==> config.mk <==
export PLATFORM = sky130hd
export DESIGN_NAME = fir_xifu_scoreboard
export DESIGN_NICKNAME = d
export VERILOG_FILES = /design/src/rtl/fir_xifu_scoreboard.sv
export SDC_FILE = /design/constraint.sdc
export NUM_CORES = 1
export LEC_CHECK = 0
export CAP_MARGIN = 15
export CORE_UTILIZATION = 65
export CTS_CLUSTER_SIZE = 12
export DETAILED_ROUTE_END_ITERATION = 10
export DONT_BUFFER_PORTS = 1
export GPL_TIMING_DRIVEN = 0
export MAX_ROUTING_LAYER = met4
export PLACE_DENSITY = 0.81
export SKIP_CTS_REPAIR_TIMING = 1
export SLEW_MARGIN = 20
export SYNTH_ARGS = -nofsm -noshare
export SYNTH_HDL_FRONTEND = slang
export SYNTH_SLANG_ARGS = --single-unit
==> constraint.sdc <==
create_clock -name clk_i -period 4.45 [get_ports clk_i]
set_input_delay 1.335 -clock clk_i [delete_from_list [all_inputs] [get_ports clk_i]]
set_output_delay 1.335 -clock clk_i [all_outputs]
set_load 0.03 [all_outputs]
==> src/rtl/fir_xifu_scoreboard.sv <==
// rtl/fir_xifu_scoreboard.sv - outstanding XIF instruction scoreboard with issue hazard gating
// Ports:
//   clk_i, rst_i, clear_i               clock, sync active-high reset, sync flush of all slots
//   issue_valid_i / issue_ready_o       ID issue handshake
//   issue_id_i, issue_rd_i, issue_rd_we_i, issue_rs_i {rs1,rs0}, issue_rs_used_i
//   commit_valid_i, commit_id_i, commit_kill_i   XIF commit strobe
//   query_id_i -> query_committed_o, query_killed_o   EX lookup on registered state
//   retire_valid_i, retire_id_i         WB retire
//   count_o, full_o, empty_o            occupancy
//   err_o                               registered one-cycle protocol-error pulse
module fir_xifu_scoreboard #(
    parameter int NB_SLOTS = 4,
    parameter int ID_WIDTH = 4,
    parameter int NB_REGS  = 4,
    localparam int RW = $clog2(NB_REGS),
    localparam int CW = $clog2(NB_SLOTS + 1),
    localparam int SW = $clog2(NB_SLOTS)
) (
    input  logic                clk_i,
    input  logic                rst_i,
    input  logic                clear_i,
    input  logic                issue_valid_i,
    output logic                issue_ready_o,
    input  logic [ID_WIDTH-1:0] issue_id_i,
    input  logic [RW-1:0]       issue_rd_i,
    input  logic                issue_rd_we_i,
    input  logic [2*RW-1:0]     issue_rs_i,
    input  logic [1:0]          issue_rs_used_i,
    input  logic                commit_valid_i,
    input  logic [ID_WIDTH-1:0] commit_id_i,
    input  logic                commit_kill_i,
    input  logic [ID_WIDTH-1:0] query_id_i,
    output logic                query_committed_o,
    output logic                query_killed_o,
    input  logic                retire_valid_i,
    input  logic [ID_WIDTH-1:0] retire_id_i,
    output logic [CW-1:0]       count_o,
    output logic                full_o,
    output logic                empty_o,
    output logic                err_o
);

    typedef enum logic [1:0] {
        S_FREE      = 2'd0,
        S_PENDING   = 2'd1,
        S_COMMITTED = 2'd2,
        S_KILLED    = 2'd3
    } slot_state_e;

    slot_state_e         state_q [NB_SLOTS];
    slot_state_e         state_d [NB_SLOTS];
    logic [ID_WIDTH-1:0] id_q    [NB_SLOTS];
    logic [ID_WIDTH-1:0] id_d    [NB_SLOTS];
    logic [RW-1:0]       rd_q    [NB_SLOTS];
    logic [RW-1:0]       rd_d    [NB_SLOTS];
    logic                rd_we_q [NB_SLOTS];
    logic                rd_we_d [NB_SLOTS];
    logic [CW-1:0]       count_q, count_d;
    logic                err_q, err_d;

    logic [RW-1:0] rs0, rs1;
    logic          full;
    logic          id_clash, raw_hazard, waw_hazard;
    logic          alloc_found;
    logic [SW-1:0] alloc_idx;
    logic          issue_fire, commit_new, commit_hit, retire_hit, same_cr;

    assign rs0  = issue_rs_i[RW-1:0];
    assign rs1  = issue_rs_i[2*RW-1:RW];
    assign full = (count_q == CW'(NB_SLOTS));

    // Hazard scan and lowest-free-slot search, all on start-of-cycle state.
    always_comb begin
        id_clash    = 1'b0;
        raw_hazard  = 1'b0;
        waw_hazard  = 1'b0;
        alloc_found = 1'b0;
        alloc_idx   = '0;
        for (int i = 0; i < NB_SLOTS; i++) begin
            if (state_q[i] != S_FREE) begin
                if (id_q[i] == issue_id_i) id_clash = 1'b1;
                if (rd_we_q[i]) begin
                    if (issue_rs_used_i[0] && rd_q[i] == rs0) raw_hazard = 1'b1;
                    if (issue_rs_used_i[1] && rd_q[i] == rs1) raw_hazard = 1'b1;
                    if (issue_rd_we_i && rd_q[i] == issue_rd_i) waw_hazard = 1'b1;
                end
            end else if (!alloc_found) begin
                alloc_found = 1'b1;
                alloc_idx   = SW'(i);
            end
        end
    end

    assign issue_ready_o = !full && !id_clash && !raw_hazard && !waw_hazard;
    assign issue_fire    = issue_valid_i && issue_ready_o;

    always_comb begin
        query_committed_o = 1'b0;
        query_killed_o    = 1'b0;
        for (int i = 0; i < NB_SLOTS; i++) begin
            if (state_q[i] != S_FREE && id_q[i] == query_id_i) begin
                if (state_q[i] == S_COMMITTED) query_committed_o = 1'b1;
                if (state_q[i] == S_KILLED)    query_killed_o    = 1'b1;
            end
        end
    end

    // A commit and retire of the same id in one cycle is a legal fast path:
    // the slot is simply freed and neither side flags an error.
    assign same_cr    = commit_valid_i && retire_valid_i && (commit_id_i == retire_id_i);
    // Ids are unique among live slots, so a commit matching the id being
    // issued can only target the slot allocated this cycle.
    assign commit_new = issue_fire && commit_valid_i && (commit_id_i == issue_id_i);

    always_comb begin
        commit_hit = 1'b0;
        retire_hit = 1'b0;
        err_d      = 1'b0;
        for (int i = 0; i < NB_SLOTS; i++) begin
            state_d[i] = state_q[i];
            id_d[i]    = id_q[i];
            rd_d[i]    = rd_q[i];
            rd_we_d[i] = rd_we_q[i];
        end

        for (int i = 0; i < NB_SLOTS; i++) begin
            if (state_q[i] != S_FREE) begin
                if (commit_valid_i && id_q[i] == commit_id_i) begin
                    commit_hit = 1'b1;
                    if (state_q[i] == S_PENDING)
                        state_d[i] = commit_kill_i ? S_KILLED : S_COMMITTED;
                    else if (!same_cr)
                        err_d = 1'b1;
                end
                // Retire is evaluated after commit so freeing wins.
                if (retire_valid_i && id_q[i] == retire_id_i) begin
                    retire_hit = 1'b1;
                    state_d[i] = S_FREE;
                    if (state_q[i] == S_PENDING && !same_cr) err_d = 1'b1;
                end
            end
        end

        if (issue_fire) begin
            state_d[alloc_idx] = commit_new ? (commit_kill_i ? S_KILLED : S_COMMITTED) : S_PENDING;
            id_d[alloc_idx]    = issue_id_i;
            rd_d[alloc_idx]    = issue_rd_i;
            rd_we_d[alloc_idx] = issue_rd_we_i;
        end

        if (commit_valid_i && !commit_hit && !commit_new) err_d = 1'b1;
        if (retire_valid_i && !retire_hit) err_d = 1'b1;

        count_d = count_q + {{(CW-1){1'b0}}, issue_fire} - {{(CW-1){1'b0}}, retire_hit};

        if (clear_i) begin
            for (int i = 0; i < NB_SLOTS; i++) state_d[i] = S_FREE;
            count_d = '0;
            err_d   = 1'b0;
        end
    end

    always_ff @(posedge clk_i) begin
        if (rst_i) begin
            for (int i = 0; i < NB_SLOTS; i++) begin
                state_q[i] <= S_FREE;
                id_q[i]    <= '0;
                rd_q[i]    <= '0;
                rd_we_q[i] <= 1'b0;
            end
            count_q <= '0;
            err_q   <= 1'b0;
        end else begin
            for (int i = 0; i < NB_SLOTS; i++) begin
                state_q[i] <= state_d[i];
                id_q[i]    <= id_d[i];
                rd_q[i]    <= rd_d[i];
                rd_we_q[i] <= rd_we_d[i];
            end
            count_q <= count_d;
            err_q   <= err_d;
        end
    end

    assign count_o = count_q;
    assign full_o  = full;
    assign empty_o = (count_q == '0);
    assign err_o   = err_q;

endmodule
==> reports/results.md, run 1 <==
* GRT Util Overall: 36.4%
* via count normalized by instance count: 6.25
* capturing element type of the critical path: output port
* post-layout utilization of the core: 73.3%
* worst setup slack before clock tree synthesis: -0.0387 ns
* Peak Freq: 0.228 GHz
* starting density of the core: 69.5%
* clock-pin slew of the registers on the worst-case setup and hold paths: 0.08 ns
* startpoint class of the critical path: input pin
* top flip-flop cell by instance count after synthesis: dfxtp_1
* Total Die Area: 5510 sq um
* number of hold-slack violations in the final timing report: 0
* input/output buffers: 0
* die height: 74.2 um
* Data arrival, critical path: 3.05 ns
* total via count in the routed design: 3106
* number of violations reported at the end of detailed-routing iteration 0: 319
* number of antenna diodes: 0
* clock latency of the later-clocked register in the worst-skew pair: 0.30 ns
* number of synthesized register bits: 40
* final critical-path setup slack: 0.0679 ns
* top library cells by usage in the layout, fill and taps aside: xor2_1, xnor2_1, dfxtp_1
* slew at the pin with the worst max-slew slack: 0.934 ns
* area growth from synthesis to layout: 5.50%
* critical setup path kind: input pin to output port
* TritonRoute pass-1 iters: 5
* first-pass GRT wire length: 14700 um
* fin crit period: 4.38 ns
* number of violations of the max-capacitance limit: 0
* relative max-transition margin: 37.1%
* register area share after synthesis: 23.6%
* worst min path class: flip-flop to flip-flop
* placed instance count: 489
* final-report max-slew violation count: 0
* run status: finished, final reports clean
* Core Rows: 25
* setup repair after global routing missed its margin: false
* number of buffers between clock root and the deepest sink: 2
* Bufs and invs on worst path: 3
* clock tree root buffer cell: clkbuf_8
* Horiz. Die Dim: 74.2 um
* number of clock sinks seen by CTS: 40
* highest-delay cell along the critical path: a311oi_1
* number of distinct library cells after synthesis: 51
* Synth Instances: 422
* number of top-level pins: 41
* setup-violating endpoint count in the final report: 0
* most frequent standard cell in the layout excluding fill and tap cells: xor2_1
* Yosys Warn Count: 0
* CP delay by family, top: simple AND/OR/NAND/NOR gates
* maximum number of pins on one net before global-route repair: 14
* residual antenna-violating net count after detailed routing: 0
* Netlist Area Pre-Place: 3390 sq um
* Post-synth EDFFs: 0
* total detailed-routing wirelength: 9100 um
* number of design rule violations left after detail routing: 0
* Req. time, crit path: 3.12 ns
* Leakage: 1.41 nW
* summed area of non-filler cells in the final layout: 3580 sq um
* setup slack of the worst register-to-register path: 0.78 ns
* Final Skew: 0.0103 ns
* instance area after placement: 3480 sq um
* Avg WL per Cell: 18.3 um
* post-route fraction of the period consumed by the critical path: 98.5%
* maximum net fanout on the critical path: 10
* series of cell instances along the critical path: clkbuf_2 > xnor2_1 > nand3_1 > a21oi_1 > a311oi_1 > and4_1 > buf_6 > buf_8 > and2_1
* total power density per cell area: 228 nW/um^2
* H-Tree Level Count: 2
* layout cell share with drive strength beyond 1: 9.30%
* maximum vdd ir drop: 179 uV
* placeable core region: 4880 sq um
* proportion of register bits with asynchronous set or reset after synthesis: 0%
* detailed-placement wirelength estimate: 7000 um
* via count of the first global-routing pass: 2939
* Avg Cell Area, Syn: 8.03 sq um
* number of nets in the final layout: 464
* clock buffers created by TritonCTS: 5
* GRT Residual Overflow: 0
* Worst path max stage delay: 0.38 ns
* last weighted congestion value of the routability-driven placer: 0.942
* Synth Net Count: 457
* count of placed standard cells in the final layout, fillers left out: 497
* antenna violations before repair: 0
* TritonCTS clock tree: built
==> synthesized netlist by cell type (2+ instances only) <==
library cell	count	area share (%)
a21oi_1	14	2.1
and2_1	5	0.92
and3_1	3	0.55
and4_1	4	1.0
buf_2	12	1.8
buf_6	4	1.3
clkbuf_1	22	2.4
clkbuf_2	6	0.89
dfxtp_1	40	24
ha_1	2	0.74
inv_1	14	1.5
mux2i_1	23	6.8
nand2_1	22	2.4
nand2b_1	34	6.3
nand3_1	26	3.8
nand4_1	8	1.5
nor2_1	15	1.7
nor3_1	15	2.2
nor3b_1	2	0.44
nor4_1	10	1.8
o2111ai_2	3	1.3
o21ai_0	13	1.9
o22ai_1	7	1.3
o2bb2ai_1	3	0.78
or2_1	2	0.37
or3_1	2	0.37
xnor2_1	42	11
xor2_1	46	12
==> per-layer routing <==
metal	GRT usage (%)	wire length (um)	up-vias
li1	-	-	1449
met1	45.1	3700	1459
met2	58.3	4300	166
met3	8.13	842	32
met4	12.6	258	0
met5	-	0	-
==> flip-flops by register name, summed over array words and instances, names as in the netlist <==
signal and flops:
count_o 3, rd_q 8, id_q 16, rd_we_q 4, err_o 1, state_q 8
==> final cells by class <==
class / instances / area (sq um)
inverter: 14 / 52.6
fill: 417 / 1300
clock inverter: 2 / 15.0
clock buffer: 6 / 82.6
tap: 67 / 83.8
buffer: 46 / 240
multi-input combinational: 322 / 2300
sequential: 40 / 801
==> final timing paths <==
check,from,end,cells past startpoint
setup / recovery,issue_rs_i[1],issue_ready_o,9
hold reg to reg,rd_we_q[2],rd_we_q[2],2
setup reg to reg,state_q[1][1],count_o[2],15
hold / removal,rd_we_q[2],rd_we_q[2],2
==> metrics by stage <==
step / total power (W) / setup TNS (ns) / hold WS [ns]
2_1_floorplan: 0.000520 / 0 / 0.449
3_3_place_gp: 0.000546 / -0.0205 / 0.461
3_5_place_dp: 0.000552 / -0.0387 / 0.481
4_1_cts: 0.000815 / 0 / 0.495
5_1_grt: 0.000844 / 0 / 0.508
6_report: 0.000817 / 0 / 0.490
==> cell families after synthesis <==
logic type / Yosys count / synth area share [%]
xor gates and xnor gates: 88 / 22.7
muxes: 23 / 6.79
and+or+nand+nor: 155 / 25.5
buffers and inverters: 60 / 8.63
DFF: 40 / 23.6
AOI/OAI and AO/OA: 53 / 11.4
adders and majority gates: 3 / 1.33
==> report_power, final <==
part | total [W] | switching, W | internal, W
Clock | 0.000271 | 0.000145 | 0.000126
Sequential | 0.000378 | 0.0000116 | 0.000367
Combinational | 0.000168 | 0.0000970 | 0.0000708
Total | 0.000817 | 0.000253 | 0.000563
==> worst min-delay path, stage by stage, from the launching register on <==
cell,delay [ns]
dfxtp_1,0.32
o21ai_0,0.06
a21oi_1,0.07
No activity file was read; power rests on OpenSTA's default activity.
==> run 2: changes to the inputs <==
--- a/config.mk
+++ b/config.mk
@@ -7,7 +7,6 @@
 export LEC_CHECK = 0
 export CAP_MARGIN = 15
 export CORE_UTILIZATION = 65
-export CTS_CLUSTER_SIZE = 12
 export DETAILED_ROUTE_END_ITERATION = 10
 export DONT_BUFFER_PORTS = 1
 export GPL_TIMING_DRIVEN = 0
==> results of run 2 <==
Same layout as run 1: the final DEF is identical, and so are final timing and power.
